File: src/rtl/aes_shift_mix_seq.sv
// aes_shift_mix_seq: encrypt-direction round middle (ShiftRows then MixColumns)
// on a 128-bit AES state. ShiftRows is applied when the state is accepted.
// MixColumns then runs COLS_PER_CYCLE columns per clock, in place.
// Optional feature macro: AES_FINAL_ROUND_EN adds a final_round input that
// skips MixColumns for the last cipher round.
module aes_shift_mix_seq #(
  parameter int COLS_PER_CYCLE = 1
) (
  input  logic         clk,
  input  logic         rst_n,
  input  logic         in_valid,
  output logic         in_ready,
  input  logic [127:0] in_data,
`ifdef AES_FINAL_ROUND_EN
  input  logic         final_round,
`endif
  output logic         out_valid,
  input  logic         out_ready,
  output logic [127:0] out_data,
  output logic         busy
);

  if (!(COLS_PER_CYCLE == 1 || COLS_PER_CYCLE == 2 || COLS_PER_CYCLE == 4)) begin : g_bad_cols
    $error("aes_shift_mix_seq: COLS_PER_CYCLE must be 1, 2 or 4");
  end

  typedef enum logic [1:0] {IDLE, MIX, DONE} state_t;

  state_t         state;
  logic [1:0]     col;
  logic [127:0]   st_reg;
  logic [127:0]   mixed;
  logic           last;
  logic           skip_mix;

  // GF(2^8) multiply by 2 with the AES reduction polynomial
  function automatic logic [7:0] xt(input logic [7:0] b);
    return {b[6:0], 1'b0} ^ (b[7] ? 8'h1b : 8'h00);
  endfunction

  // One MixColumns column; row 0 sits in the most significant byte
  function automatic logic [31:0] mix_col(input logic [31:0] c);
    logic [7:0] a0, a1, a2, a3;
    logic [7:0] o0, o1, o2, o3;
    a0 = c[31:24];
    a1 = c[23:16];
    a2 = c[15:8];
    a3 = c[7:0];
    o0 = xt(a0) ^ xt(a1) ^ a1 ^ a2 ^ a3;
    o1 = a0 ^ xt(a1) ^ xt(a2) ^ a2 ^ a3;
    o2 = a0 ^ a1 ^ xt(a2) ^ xt(a3) ^ a3;
    o3 = xt(a0) ^ a0 ^ a1 ^ a2 ^ xt(a3);
    return {o0, o1, o2, o3};
  endfunction

  // Row r rotates left by r: s'[r][c] = s[r][(c+r)%4]
  function automatic logic [127:0] shift_rows(input logic [127:0] d);
    logic [127:0] s;
    s = '0;
    for (int c = 0; c < 4; c++) begin
      for (int r = 0; r < 4; r++) begin
        s[127-8*(4*c+r) -: 8] = d[127-8*(4*((c+r)%4)+r) -: 8];
      end
    end
    return s;
  endfunction

`ifdef AES_FINAL_ROUND_EN
  assign skip_mix = final_round;
`else
  assign skip_mix = 1'b0;
`endif

  // Replace the columns in the current window with their MixColumns result
  always_comb begin
    mixed = st_reg;
    for (int c = 0; c < 4; c++) begin
      if (c >= int'(col) && c < int'(col) + COLS_PER_CYCLE) begin
        mixed[127-32*c -: 32] = mix_col(st_reg[127-32*c -: 32]);
      end
    end
  end

  // The window that reaches column 3 finishes the state
  assign last = (int'(col) + COLS_PER_CYCLE) >= 4;

  // Control FSM plus state register; reset discards any partial state
  always_ff @(posedge clk or negedge rst_n) begin
    if (!rst_n) begin
      state  <= IDLE;
      col    <= 2'd0;
      st_reg <= '0;
    end else begin
      case (state)
        IDLE: begin
          if (in_valid) begin
            st_reg <= shift_rows(in_data);
            col    <= 2'd0;
            state  <= skip_mix ? DONE : MIX;
          end
        end
        MIX: begin
          st_reg <= mixed;
          col    <= last ? 2'd0 : col + 2'(COLS_PER_CYCLE);
          if (last) state <= DONE;
        end
        DONE: begin
          if (out_ready) state <= IDLE;
        end
        default: state <= IDLE;
      endcase
    end
  end

  assign in_ready  = (state == IDLE);
  assign out_valid = (state == DONE);
  assign busy      = (state != IDLE);
  assign out_data  = st_reg;

endmodule

File: config.mk
export PLATFORM = sky130hd
export DESIGN_NAME = aes_shift_mix_seq
export DESIGN_NICKNAME = d
export VERILOG_FILES = /design/src/rtl/aes_shift_mix_seq.sv
export SDC_FILE = /design/constraint.sdc
export NUM_CORES = 1
export LEC_CHECK = 0
export ABC_AREA = 1
export CAP_MARGIN = 20
export CORE_MARGIN = 2
export CORE_UTILIZATION = 40
export CTS_CLUSTER_SIZE = 25
export DETAILED_ROUTE_END_ITERATION = 10
export PLACE_DENSITY = 0.75
export SYNTH_ARGS = -nofsm -noshare
export SYNTH_HDL_FRONTEND = slang
export SYNTH_SLANG_ARGS = --single-unit
File: constraint.sdc
create_clock -name clk -period 1.7 [get_ports clk]
set_clock_uncertainty 0.1 [all_clocks]
set_input_delay 0.255 -clock clk [delete_from_list [all_inputs] [get_ports clk]]
set_output_delay 0.255 -clock clk [all_outputs]
set_load 0.005 [all_outputs]
==> flow_metrics.py <==
metrics = {
    "synth": {
        "syn-cell-area_um2": 13700,
        "dominantRegCellSynth": "dfrtp_1",
        "synthArstFlopShare_pct": 100,
        "ys_seq_elements": 132,
        "synth_top_cells_by_area": "nand2_1 39%, dfrtp_1 24%, nor2_1 9.0%, nand3_1 8.8%, inv_1 5.0%",
        "synth_nets": 2745,
        "yosys.area.top_type": "nand2_1",
        "ys_types": 26,
        "ys_warn_count": 0,
        "ys_seq_area_share_pct": 24.2,
        "yosys-top-cells-count": "1414 x nand2_1, 326 x nor2_1, 239 x nand3_1, 182 x inv_1, 132 x dfrtp_1",
        "synthCells": 2608,
        "synth-edff-count": 0,
        "synth_most_common_cell": "nand2_1",
        "synth_top_area_share_pct": 38.9,
        "synth.avg_cell_area_um2": 5.24,
    },
    "timing": {
        "max_freq_ghz": 0.566,
        "tightest_slew_ps": 449,
        "setup_viol": 57,
        "period_share_pct": 104,
        "slew_viol_final": 0,
        "fin_crit_ps": 1770,
        "hold_viol": 0,
        "relSlewSlack_pct": 70.1,
        "rsz0062_at_grt": "yes",
        "setup_ws_ps": -65.7,
    },
    "die": {
        "coreArea_um2": 33500,
        "ioPinCount": 263,
        "die_w_um": 189,
        "start_util_pct": 40.7,
        "dieArea_um2": 35600,
        "die_y_um": 189,
        "rows": 67,
    },
    "grt": {
        "grt_usage_pct": 26.4,
        "grt_pass1_wl_um": 77500,
        "first_global_vias": 16030,
        "grt_overflow": 0,
        "antenna_found_initial": 0,
        "grt_max_degree": 82,
    },
    "clock_tree": {
        "clk_path_buf_depth": 2,
        "clk_latency_ps": 430,
        "clk_pin_slew_worst_paths_ps": 70,
        "htree_levels": 4,
        "cts.sink_count": 132,
        "cts_tree": "built",
        "cts_buffers": 17,
        "cts_root_buffer": "clkbuf_16",
    },
    "outcome": {
        "status": "finished, violations left",
        "violations": "setup timing",
    },
    "layout": {
        "nets": 3162,
        "fill_cells": 2971,
        "drive_gt1_share_pct": 17.7,
        "syn2layout_area_growth_pct": 50.0,
        "layoutNonFillerInstCount": 3487,
        "fin_util_pct": 61.1,
    },
    "drt": {
        "drt_drc_violations_left": 0,
        "wl_um": 53700,
        "vias_per_cell": 5.19,
        "route.vias.total": 18087,
        "dr.pass1.iters": 7,
        "ant_nets": 0,
        "first_iter_violations": 1738,
        "wl_per_cell_um": 15.4,
    },
    "place": {
        "gp_congestion": 0.941,
        "portBuffers": 262,
        "dpl.cell_count": 3280,
        "dp_hpwl_um": 34300,
    },
    "pwr": {
        "power_density_nw_per_um2": 2610,
        "peakVddDrop_mv": 1.13,
        "p_leak_nw": 11.4,
    },
    "setup_path": {
        "crit_arrival_ps": 1970,
        "cp-startpoint": "state[0]",
        "startpoint_type": "register",
        "endpoint": "out_data[21]",
        "r2r_start": "state[0]",
        "required_ps": 1900,
        "worstSetupPathType": "reg2reg",
        "rrSetupSlack_ps": -70,
        "crit_path_end_kind": "register",
        "crit_fanout": 7,
        "timing.rr.end": "out_data[21]",
        "reg2reg_depth": 10,
    },
    "min_path": {
        "hold_class": "in2async",
    },
    "run": {
        "maxCapViolCount": 0,
    },
}
[state kept, by name, summed over array words and instances (netlist names)]
register,flops
col,2
out_data,128
state,2
[area by class of cell]
type | count | area (um^2) | share of cell area, %
flip-flops and latches | 132 | 3440 | 16.8
repair inverters | 1 | 5.00 | 0.0244
clock buffers | 21 | 470 | 2.30
repair buffers | 517 | 5430 | 26.5
inverters | 192 | 774 | 3.78
clock inverters | 11 | 173 | 0.843
multi-input cells | 2164 | 9640 | 47.0
diodes | 1 | 2.50 | 0.0122
well taps | 448 | 561 | 2.74
[critical path: stages, from the launching register on]
cell and delay, ps:
dfrtp_1 390, inv_2 80, buf_6 100, nor2_4 60, buf_12 150, a21oi_4 270, buf_6 180, clkbuf_16 160
nor2_2 30, nand2_1 60, o21ai_1 60
[power by group]
| part | switching (W) | internal [W] |
|---|---|---|
| Clock | 0.00159 | 0.00259 |
| Combinational | 0.0250 | 0.0179 |
| Sequential | 0.00133 | 0.00508 |
| Total | 0.0279 | 0.0256 |
[cell usage in the layout (no fill, tap or decap), types with 2 or more instances in the layout]
master           synthesis  layout
bufinv_16                0       4
clkinv_2                 0       2
o21ai_2                  0       6
inv_2                    5       6
buf_16                   0       5
buf_6                    1      35
buf_12                   0      21
clkbuf_16                0      36
nand2_1               1414    1404
xor2_1                  32      32
inv_1                  182     173
nand3_1                239     239
dfrtp_1                132      23
nor2_2                   1      46
o21ai_1                 45      44
dlymetal6s2s_1           0      39
nand3b_1                16      16
inv_6                    0       3
a21oi_1                 11      10
xnor2_1                 44      44
dfrtp_2                  0     109
clkinvlp_4               0      12
nand2_2                  1      10
clkdlybuf4s50_1          0     193
o21ai_0                 24      19
ha_1                     5       4
clkbuf_8                 0       3
nor2_4                   1      52
dlygate4sd2_1            0      27
nor2_1                 326     230
clkbuf_2                 1       2
a21oi_4                  1       4
buf_4                   13     174
clkinv_4                 0       2
[what timing repair did]
item,CTS,global route
endpoints found under the setup margin,131,171
hold buffers,1,0
resized for setup,155,262
gates cloned,0,30
buffers inserted,125,20
endpoints found under the hold margin,33,0
pin swaps,17,34
[metrics by stage]
stage / hold slack, ps / power [W] / TNS [ps] / setup WS [ps] / area [um^2]
detailed placement: 111 / 0.0406 / -15690 / -268 / 17100
global placement: 110 / 0.0397 / -14320 / -201 / 17100
global route: 251 / 0.0583 / -10100 / -137 / 20500
finish: 212 / 0.0535 / -1540 / -65.7 / 20500
floorplan: -141 / 0.0299 / 0 / 166 / 13700
CTS: 228 / 0.0475 / -1910 / -88.1 / 18900
[worst min path at each step]
stage	cells past startpoint	to
CTS	2	out_data[70]
detailed placement	1	out_data[70]
finish	2	out_data[70]
floorplan	0	col[0]
global route	2	out_data[70]
global placement	1	out_data[71]
[layer usage]
metal | share of wire, % | track usage (%) | vias up
met2 | 47 | 44.9 | 939
met1 | 41 | 34.8 | 8200
li1 | - | - | 8793
met5 | 0 | 0 | -
met3 | 8.1 | 3.09 | 155
met4 | 3.4 | 8.56 | 0
[cell families after synthesis]
| logic type | share of synthesized area (%) |
|---|---|
| compound gates | 3.30 |
| xor+xnor | 4.88 |
| fa+ha+maj | 0.458 |
| buf+inv | 9.52 |
| flops | 24.2 |
| simple gates | 57.7 |
Note: power is estimated with default switching activity, not from simulation.
